File: src/rtl/rf_write_arbiter.sv
// Shares the register-file write port between WB (fixed priority) and a FIFO-buffered AUX requester.
// Zero-latency combinational write port; AUX is held off by aux_ready and a starvation stall request.
module rf_write_arbiter #(
  parameter int DEPTH        = 4,
  parameter int STARVE_LIMIT = 8
) (
  input  logic        clk,
  input  logic        reset,
  input  logic        wb_we,
  input  logic [4:0]  wb_addr,
  input  logic [31:0] wb_data,
  input  logic        aux_valid,
  output logic        aux_ready,
  input  logic [4:0]  aux_addr,
  input  logic [31:0] aux_data,
  output logic        rf_we,
  output logic [4:0]  rf_addr,
  output logic [31:0] rf_data,
  input  logic [4:0]  rd_addr1,
  input  logic [4:0]  rd_addr2,
  output logic        rd_busy1,
  output logic        rd_busy2,
  output logic        stall_req,
  output logic [3:0]  pending_cnt,
  output logic        idle
);

  localparam int PW  = (DEPTH > 1) ? $clog2(DEPTH) : 1;
  localparam int AGW = $clog2(STARVE_LIMIT + 1);
  localparam logic [3:0]     DEPTH_C = 4'(DEPTH);
  localparam logic [AGW-1:0] LIMIT_C = AGW'(STARVE_LIMIT);

  logic [4:0]       addr_q [DEPTH];
  logic [31:0]      data_q [DEPTH];
  logic [DEPTH-1:0] live_q, live_d;
  logic [PW-1:0]    wr_ptr_q, wr_ptr_d, rd_ptr_q, rd_ptr_d;
  logic [3:0]       count_q, count_d;
  logic [AGW-1:0]   age_q, age_d;

  logic full, empty, wb_valid, head_live, head_kill, push, pop;
  logic busy1_raw, busy2_raw;

  assign full      = (count_q == DEPTH_C);
  assign empty     = (count_q == 4'd0);
  assign wb_valid  = !reset && wb_we && (wb_addr != 5'd0);
  assign head_live = !empty && live_q[rd_ptr_q];
  assign head_kill = wb_valid && head_live && (addr_q[rd_ptr_q] == wb_addr);
  assign aux_ready = !reset && !full;
  // Writes to $0 are acknowledged but never occupy a slot.
  assign push      = aux_valid && aux_ready && (aux_addr != 5'd0);
  // A dead head drains without using the port, so it pops even under a WB write.
  assign pop       = !reset && !empty && !(wb_valid && head_live);

  always_comb begin
    rf_we   = 1'b0;
    rf_addr = 5'd0;
    rf_data = 32'd0;
    if (wb_valid) begin
      rf_we   = 1'b1;
      rf_addr = wb_addr;
      rf_data = wb_data;
    end else if (!reset && head_live) begin
      rf_we   = 1'b1;
      rf_addr = addr_q[rd_ptr_q];
      rf_data = data_q[rd_ptr_q];
    end
  end

  // Order matters: a same-cycle push to the WB register is newer and must stay live.
  always_comb begin
    live_d = live_q;
    for (int i = 0; i < DEPTH; i++) begin
      if (wb_valid && (addr_q[i] == wb_addr)) live_d[i] = 1'b0;
    end
    if (pop)  live_d[rd_ptr_q] = 1'b0;
    if (push) live_d[wr_ptr_q] = 1'b1;
  end

  always_comb begin
    wr_ptr_d = push ? wr_ptr_q + PW'(1) : wr_ptr_q;
    rd_ptr_d = pop  ? rd_ptr_q + PW'(1) : rd_ptr_q;
    count_d  = count_q + {3'b000, push} - {3'b000, pop};
    age_d    = age_q;
    if (pop || empty || !head_live || head_kill) age_d = '0;
    else if (age_q < LIMIT_C)                     age_d = age_q + AGW'(1);
  end

  always_ff @(posedge clk) begin
    if (reset) begin
      wr_ptr_q <= '0;
      rd_ptr_q <= '0;
      count_q  <= 4'd0;
      live_q   <= '0;
      age_q    <= '0;
    end else begin
      wr_ptr_q <= wr_ptr_d;
      rd_ptr_q <= rd_ptr_d;
      count_q  <= count_d;
      live_q   <= live_d;
      age_q    <= age_d;
      if (push) begin
        addr_q[wr_ptr_q] <= aux_addr;
        data_q[wr_ptr_q] <= aux_data;
      end
    end
  end

  always_comb begin
    busy1_raw = 1'b0;
    busy2_raw = 1'b0;
    for (int i = 0; i < DEPTH; i++) begin
      if (live_q[i] && (addr_q[i] == rd_addr1)) busy1_raw = 1'b1;
      if (live_q[i] && (addr_q[i] == rd_addr2)) busy2_raw = 1'b1;
    end
  end

  assign rd_busy1    = !reset && (rd_addr1 != 5'd0) && busy1_raw;
  assign rd_busy2    = !reset && (rd_addr2 != 5'd0) && busy2_raw;
  assign stall_req   = !reset && head_live && (age_q >= LIMIT_C);
  assign pending_cnt = reset ? 4'd0 : count_q;
  assign idle        = reset || empty;

endmodule

File: config.mk
export PLATFORM = sky130hd
export DESIGN_NAME = rf_write_arbiter
export DESIGN_NICKNAME = d
export VERILOG_FILES = /design/src/rtl/rf_write_arbiter.sv
export SDC_FILE = /design/constraint.sdc
export NUM_CORES = 1
export LEC_CHECK = 0
export ABC_AREA = 1
export ABC_CLOCK_PERIOD_IN_PS = 3050
export CORE_ASPECT_RATIO = 0.6
export CORE_MARGIN = 2
export CORE_UTILIZATION = 54
export DETAILED_ROUTE_END_ITERATION = 10
export PLACE_DENSITY_LB_ADDON = 0.25
export SETUP_SLACK_MARGIN = 0.2
export SLEW_MARGIN = 20
export SYNTH_ARGS = -nofsm -noshare
export SYNTH_HDL_FRONTEND = slang
export SYNTH_SLANG_ARGS = --single-unit
File: constraint.sdc
create_clock -name clk -period 3.05 [get_ports clk]
set_input_delay 0.7625 -clock clk [delete_from_list [all_inputs] [get_ports clk]]
set_output_delay 0.7625 -clock clk [all_outputs]
set_load 0.01 [all_outputs]
### Word-level counts from Yosys, hierarchy flattened

Memories as Yosys holds them, arrays and structs flattened. A register that Yosys moved wholly into a read port is not among the register bits.
Cells that the tools add are included.

| storage, ports and cells | value |
|---|---|
| register bits after elaboration | 16 |
| bits in writable memories | 148 |
| input port bits | 88 |
| output and inout port bits | 47 |
| logic and storage cells | 114 |
| memories kept | 2 |

| cells by class | value |
|---|---|
| add/subtract/negate cells | 5 |
| order comparisons | 6 |
| eq/ne operators | 14 |
| mux-type cells | 34 |
| bitwise gates (word level) | 3 |
| reduce and logical (&&, ||, !) cells | 45 |

Memories:

| name | words | bits a word | read ports | clocked after Yosys merged registers in | wr ports | RTL line | text |
|---|---|---|---|---|---|---|---|
| data_q | 4 | 32 | 1 | 1 | 1 | 34 | `logic [31:0] data_q [DEPTH];` |
| addr_q | 4 | 5 | 5 | 1 | 1 | 33 | `logic [4:0] addr_q [DEPTH];` |

Operator list:

| operator | number |
|---|---|
| 5-bit equality test | 13 |
| 32-bit 2-to-1 mux | 2 |
| 1-bit logical AND | 30 |
| 1-bit 2-to-1 mux | 20 |
| 5-bit nonzero test | 4 |
| 4-bit 2-to-1 mux | 3 |
| 5-bit 2-to-1 mux | 2 |
| 2-bit 2-to-1 mux | 4 |
| 2-bit by 3-bit < comparator with 1-bit output, second input constant | 2 |
| 1-bit logical NOT | 5 |
| 2-bit by 1-bit adder with 2-bit output, second input constant | 2 |
| 4-bit by 1-bit adder with 4-bit output | 1 |
| 4-bit by 1-bit adder with 4-bit output, second input constant | 1 |
| 4-bit AND | 1 |
| 1-bit demux with 2-bit select | 2 |
| 4-bit by 3-bit equality test with 1-bit output, second input constant | 1 |
| 2-bit by 1-bit >= comparator with 1-bit output, second input constant | 2 |
| 4-bit >= comparator, second input constant | 1 |
| 4-bit logical NOT | 1 |
| 1-bit logical OR | 4 |
| 4-bit < comparator, second input constant | 1 |
| 4-bit NOT | 1 |
| 4-bit OR | 1 |
| 4-bit by 1-bit subtractor with 4-bit output | 1 |
| 2 further kinds | 2 |

### Longest topological paths before layout

| logic depth | value |
|---|---|
| depth in word-level cells | 10 |
| gate-level depth with buffers | 16 |

### Worst setup path before layout

OpenSTA, ideal clock, no wires.

| timing path | value |
|---|---|
| kind | input to register |
| from | input port wb_addr[0] |
| to | register count_q[2] |
| arrival | 2.510 ns |
| required time | 2.922 ns |
| setup slack | 0.412 ns |
| stages | 15 |
| path buffers | 1 |
| path through | buf_2 nor2_1 nand3_1 nand2_2 inv_4 nand2_4 nand2_2 inv_1 ha_1 inv_1 ha_1 inv_1 fa_1 xor2_1 nor2_1 |

| on the way | value |
|---|---|
| cells in the longest elaborated chain, start to end | 6 |

RTL lines:

| item | RTL line | text |
|---|---|---|
| start: declaration | 10 | `input logic [4:0] wb_addr,` |
| 5-bit nonzero test | 45 | `assign wb_valid = !reset && wb_we && (wb_addr != 5'd0);` |
| 1-bit logical AND | 45 |  |
| 1-bit logical AND | 52 | `assign pop = !reset && !empty && !(wb_valid && head_live);` |
| 1-bit logical NOT | 52 |  |
| 1-bit logical AND | 52 |  |
| 4-bit by 1-bit subtractor with 4-bit output | 82 | `count_d = count_q + {3'b000, push} - {3'b000, pop};` |
| end signal: assignment | 98 | `count_q <= count_d;` |
| end: declaration | 37 | `logic [3:0] count_q, count_d;` |

No other way between the ends.
A chain may end at the register's enable or synchronous reset.

### Worst setup path in the final report

| timing path | value |
|---|---|
| from | input port reset |
| to | output port pending_cnt[2] |

| on the way | value |
|---|---|
| cells in the longest elaborated chain, start to end | 1 |

RTL lines:

| item | RTL line | text |
|---|---|---|
| start: declaration | 8 | `input logic reset,` |
| 4-bit 2-to-1 mux | 120 | `assign pending_cnt = reset ? 4'd0 : count_q;` |
| end: declaration | 24 | `output logic [3:0] pending_cnt,` |

No other way between the ends.

==> qor.csv <==
metric;value;unit
cp_common_cell;buf_4;
fin_skew;0.0132;ns
place_area;0.00993;mm2
syn-num-nets;917;
rsz0062_at_grt;yes;
fin_setup_tns;0;ns
layout_setup_ws;0.211;ns
wl_per_cell;19.0;um
setup_violations;0;
relSlewSlack;73.1;%
htreeDepth;4;
setup.worst_path.class;in -> out;
grt_usage;29.2;%
fin_crit;2.84;ns
peakVddDrop;0.000597;V
area_growth;34.3;%
final_area;0.0108;mm2
p_sw;2270;uW
syn-instance-count;812;
start_util;55.2;%
clkLatencyLatePin;0.43;ns
drc_errors;0;
cts.sinks;166;
yosys.area.top_type;edfxtp_1;
die_w;161;um
dr.pass1.iters;7;
slowest_stage;clkdlybuf4s50_1;
antenna_found_initial;0;
final_core_util;74.1;%
holdPathStages;2;
synthArstFlopShare;0;%
port_buffers;134;
viasPerCell;5.65;
clockBufferDepth;2;
arrival;2.08;ns
reg2reg_depth;15;
fmax;352;MHz
yosys_warnings;0;
fin_nets;1104;
num_rows;34;
coreArea;0.0145;mm2
place_hpwl;14700;um
n_antenna_cell;0;
period_share;93.1;%
worstPathRequired;2.29;ns
tightest_slew;0.404;ns
ant_nets;0;
place.gp.congestion;1.02;
slew_viol_final;0;
yosysUniqueCellTypes;31;
die-area;0.0158;mm2
cap_viol_max_count;0;
grt_pass1_wl;35200;um
worstHoldPathType;reg -> reg;
pwr_density_cell;629;mW/mm2
dp_slack;-0.486;ns
ys_ff_latch;166;
hold_end;live_q[0]$_SDFF_PP0_;
pin_count;135;
r2r-end;count_q[2]$_SDFF_PP0_;
cpPeakStageDelay;0.56;ns
drive_gt1_share;18.6;%
yosysSeqAreaShare;60.0;%
finalHoldViolCount;0;
synth_top_area_share;55.5;%
cpLargestDelayFamily;buffers and inverters;
clockRootBuffer;clkbuf_16;
worst-path-buf-inv;4;
hold_path_startpoint;live_q[0]$_SDFF_PP0_;
drt_iter0_markers;814;
gr-total-overflow;0;
r2r_start;count_q[2]$_SDFF_PP0_;
die_h;98.3;um
status;complete, no violations;
syn_avg_cell_area;9.86;um2
grt_max_degree;41;
cts_made_buffers;17;
postCtsHoldBufs;0;
cts_tree;built;
syn-cell-area;0.00800;mm2
worst_setup_path_end_kind;output port;
grt_pass1_vias;6582;
path_cells;dlygate4sd2_1 -> buf_4 -> buf_4 -> nor2_1 -> clkdlybuf4s50_1;
p_leak;0.00438;uW
synth_edf_count;148;
clk_pin_slew;0.06;ns
p_int;4500;uW
yosys-top-cells-area;edfxtp_1 (56%), nand2_1 (7.1%), o21ai_0 (5.3%);
switching_share;33.5;%
vias;6841;
clkPwrFrac;30.7;%
path_max_fanout;13;
rrSetupSlack;0.66;ns
wirelength;22900;um
setup.worst_path.start_class;input pin;
comb_power_share;29.1;%
power_frac_seq;40.1;%
ys_dominant_reg_cell;edfxtp_1;
crit_cells;5;
## metrics by stage
| step | instances | power, uW | hold WS [ns] |
|---|---|---|---|
| after floorplan | 812 | 3850 | 0.472 |
| after global placement | 1161 | 4550 | 0.511 |
| after detailed placement | 1161 | 4590 | 0.527 |
| after CTS | 1206 | 6700 | 0.537 |
| after global routing | 1210 | 7070 | 0.595 |
| final | 1210 | 6770 | 0.539 |
## power by group through the flow
stage                     Combinational, uW  Sequential, uW  Clock, uW
after floorplan                        1130            2710          0
after global placement                 1800            2750          0
after detailed placement               1840            2750          0
after CTS                              1900            2710       2090
after global routing                   2160            2730       2180
final                                  1970            2720       2080
## sequential cells by signal, summed over array words and instances (netlist names), named ones only
| name | cells |
|---|---|
| count_q | 4 |
| addr_q | 20 |
| age_q | 4 |
| wr_ptr_q | 2 |
| rd_ptr_q | 2 |
| data_q | 128 |
| live_q | 4 |
## cell usage after synthesis, drive strengths merged (6+ instances only)
cell      n
buf      29
xnor2    14
a21oi    26
nand4     6
ha       16
inv      55
dfxtp    18
clkbuf   11
nand2   160
nand3    66
o22ai    50
nor2    106
edfxtp  148
o21ai    88
xor2     11
## cells by family (layout without fill, tap and decap cells)
kind of cell	Yosys count	after routing	share of synthesized area (%)
AND/OR/NAND/NOR	342	342	17.8
adder cells (fa/ha/maj)	17	17	2.75
AO/OA/AOI/OAI	166	166	11.3
buffers and inverters	96	296	5.41
XOR/XNOR	25	25	2.74
flip-flops	166	166	60.0
## layout by cell type, fill, tap and decap left out, types with 14 or more instances in the layout
cell type and n:
nand2_1 150, edfxtp_1 148, nor2_1 101, o21ai_0 80
clkdlybuf4s50_1 74, nand3_1 62, o22ai_1 50, buf_4 46
inv_1 37, clkbuf_2 26, a21oi_1 24, clkbuf_16 18
inv_2 16, ha_1 16, buf_12 16, dfxtp_1 15
xnor2_1 14
## worst max-delay path by stage
stage                                startpoint                     to  slack, ns
after floorplan                      wb_addr[0]  count_q[2]$_SDFF_PP0_       0.41
after global placement               wb_addr[0]            rf_data[26]      -0.44
after detailed placement             wb_addr[0]            rf_data[11]      -0.49
after CTS                            wb_addr[1]            rf_data[30]       0.16
after global routing      count_q[2]$_SDFF_PP0_            rf_data[22]       0.19
final                                     reset         pending_cnt[2]       0.21
## area by class of cell
cell class                 count  area, um2
clock inverter                14        155
sequential                   166       4810
timing repair buffer         208       2060
clock buffer                  18        429
fill                         994       3750
multi-input combinational    550       2820
tap                          198        248
inverter                      56        230
## worst register-to-register path, cell delays in order, from the launching register on
cell and delay [ns]:
dfxtp_2 0.34, inv_2 0.05, ha_1 0.18, nand3_1 0.10, inv_2 0.08, nor2_4 0.14, buf_4 0.18, nand2_2 0.12
inv_1 0.08, ha_1 0.22, inv_1 0.06, ha_1 0.12, inv_1 0.06, fa_1 0.37, xor2_1 0.15, nor2_1 0.05
## what timing repair did
action / in CTS / in global routing
setup endpoints to repair: 50 / 40
gates cloned: 4 / 1
pin swaps: 8 / 12
resized for setup: 136 / 77
setup buffers: 9 / 3
## per-layer routing
metal / up-vias / share of wire (%) / wire length (um) / global-route usage [%]
met2: 426 / 42 / 9740 / 41.8
li1: 3208 / - / - / -
met1: 3156 / 42 / 9660 / 42.1
met3: 51 / 13 / 2990 / 9.86
met4: 0 / 2.4 / 550 / 9.89
met5: - / 0 / 0 / 0
Power figures use the tool's default switching activity.
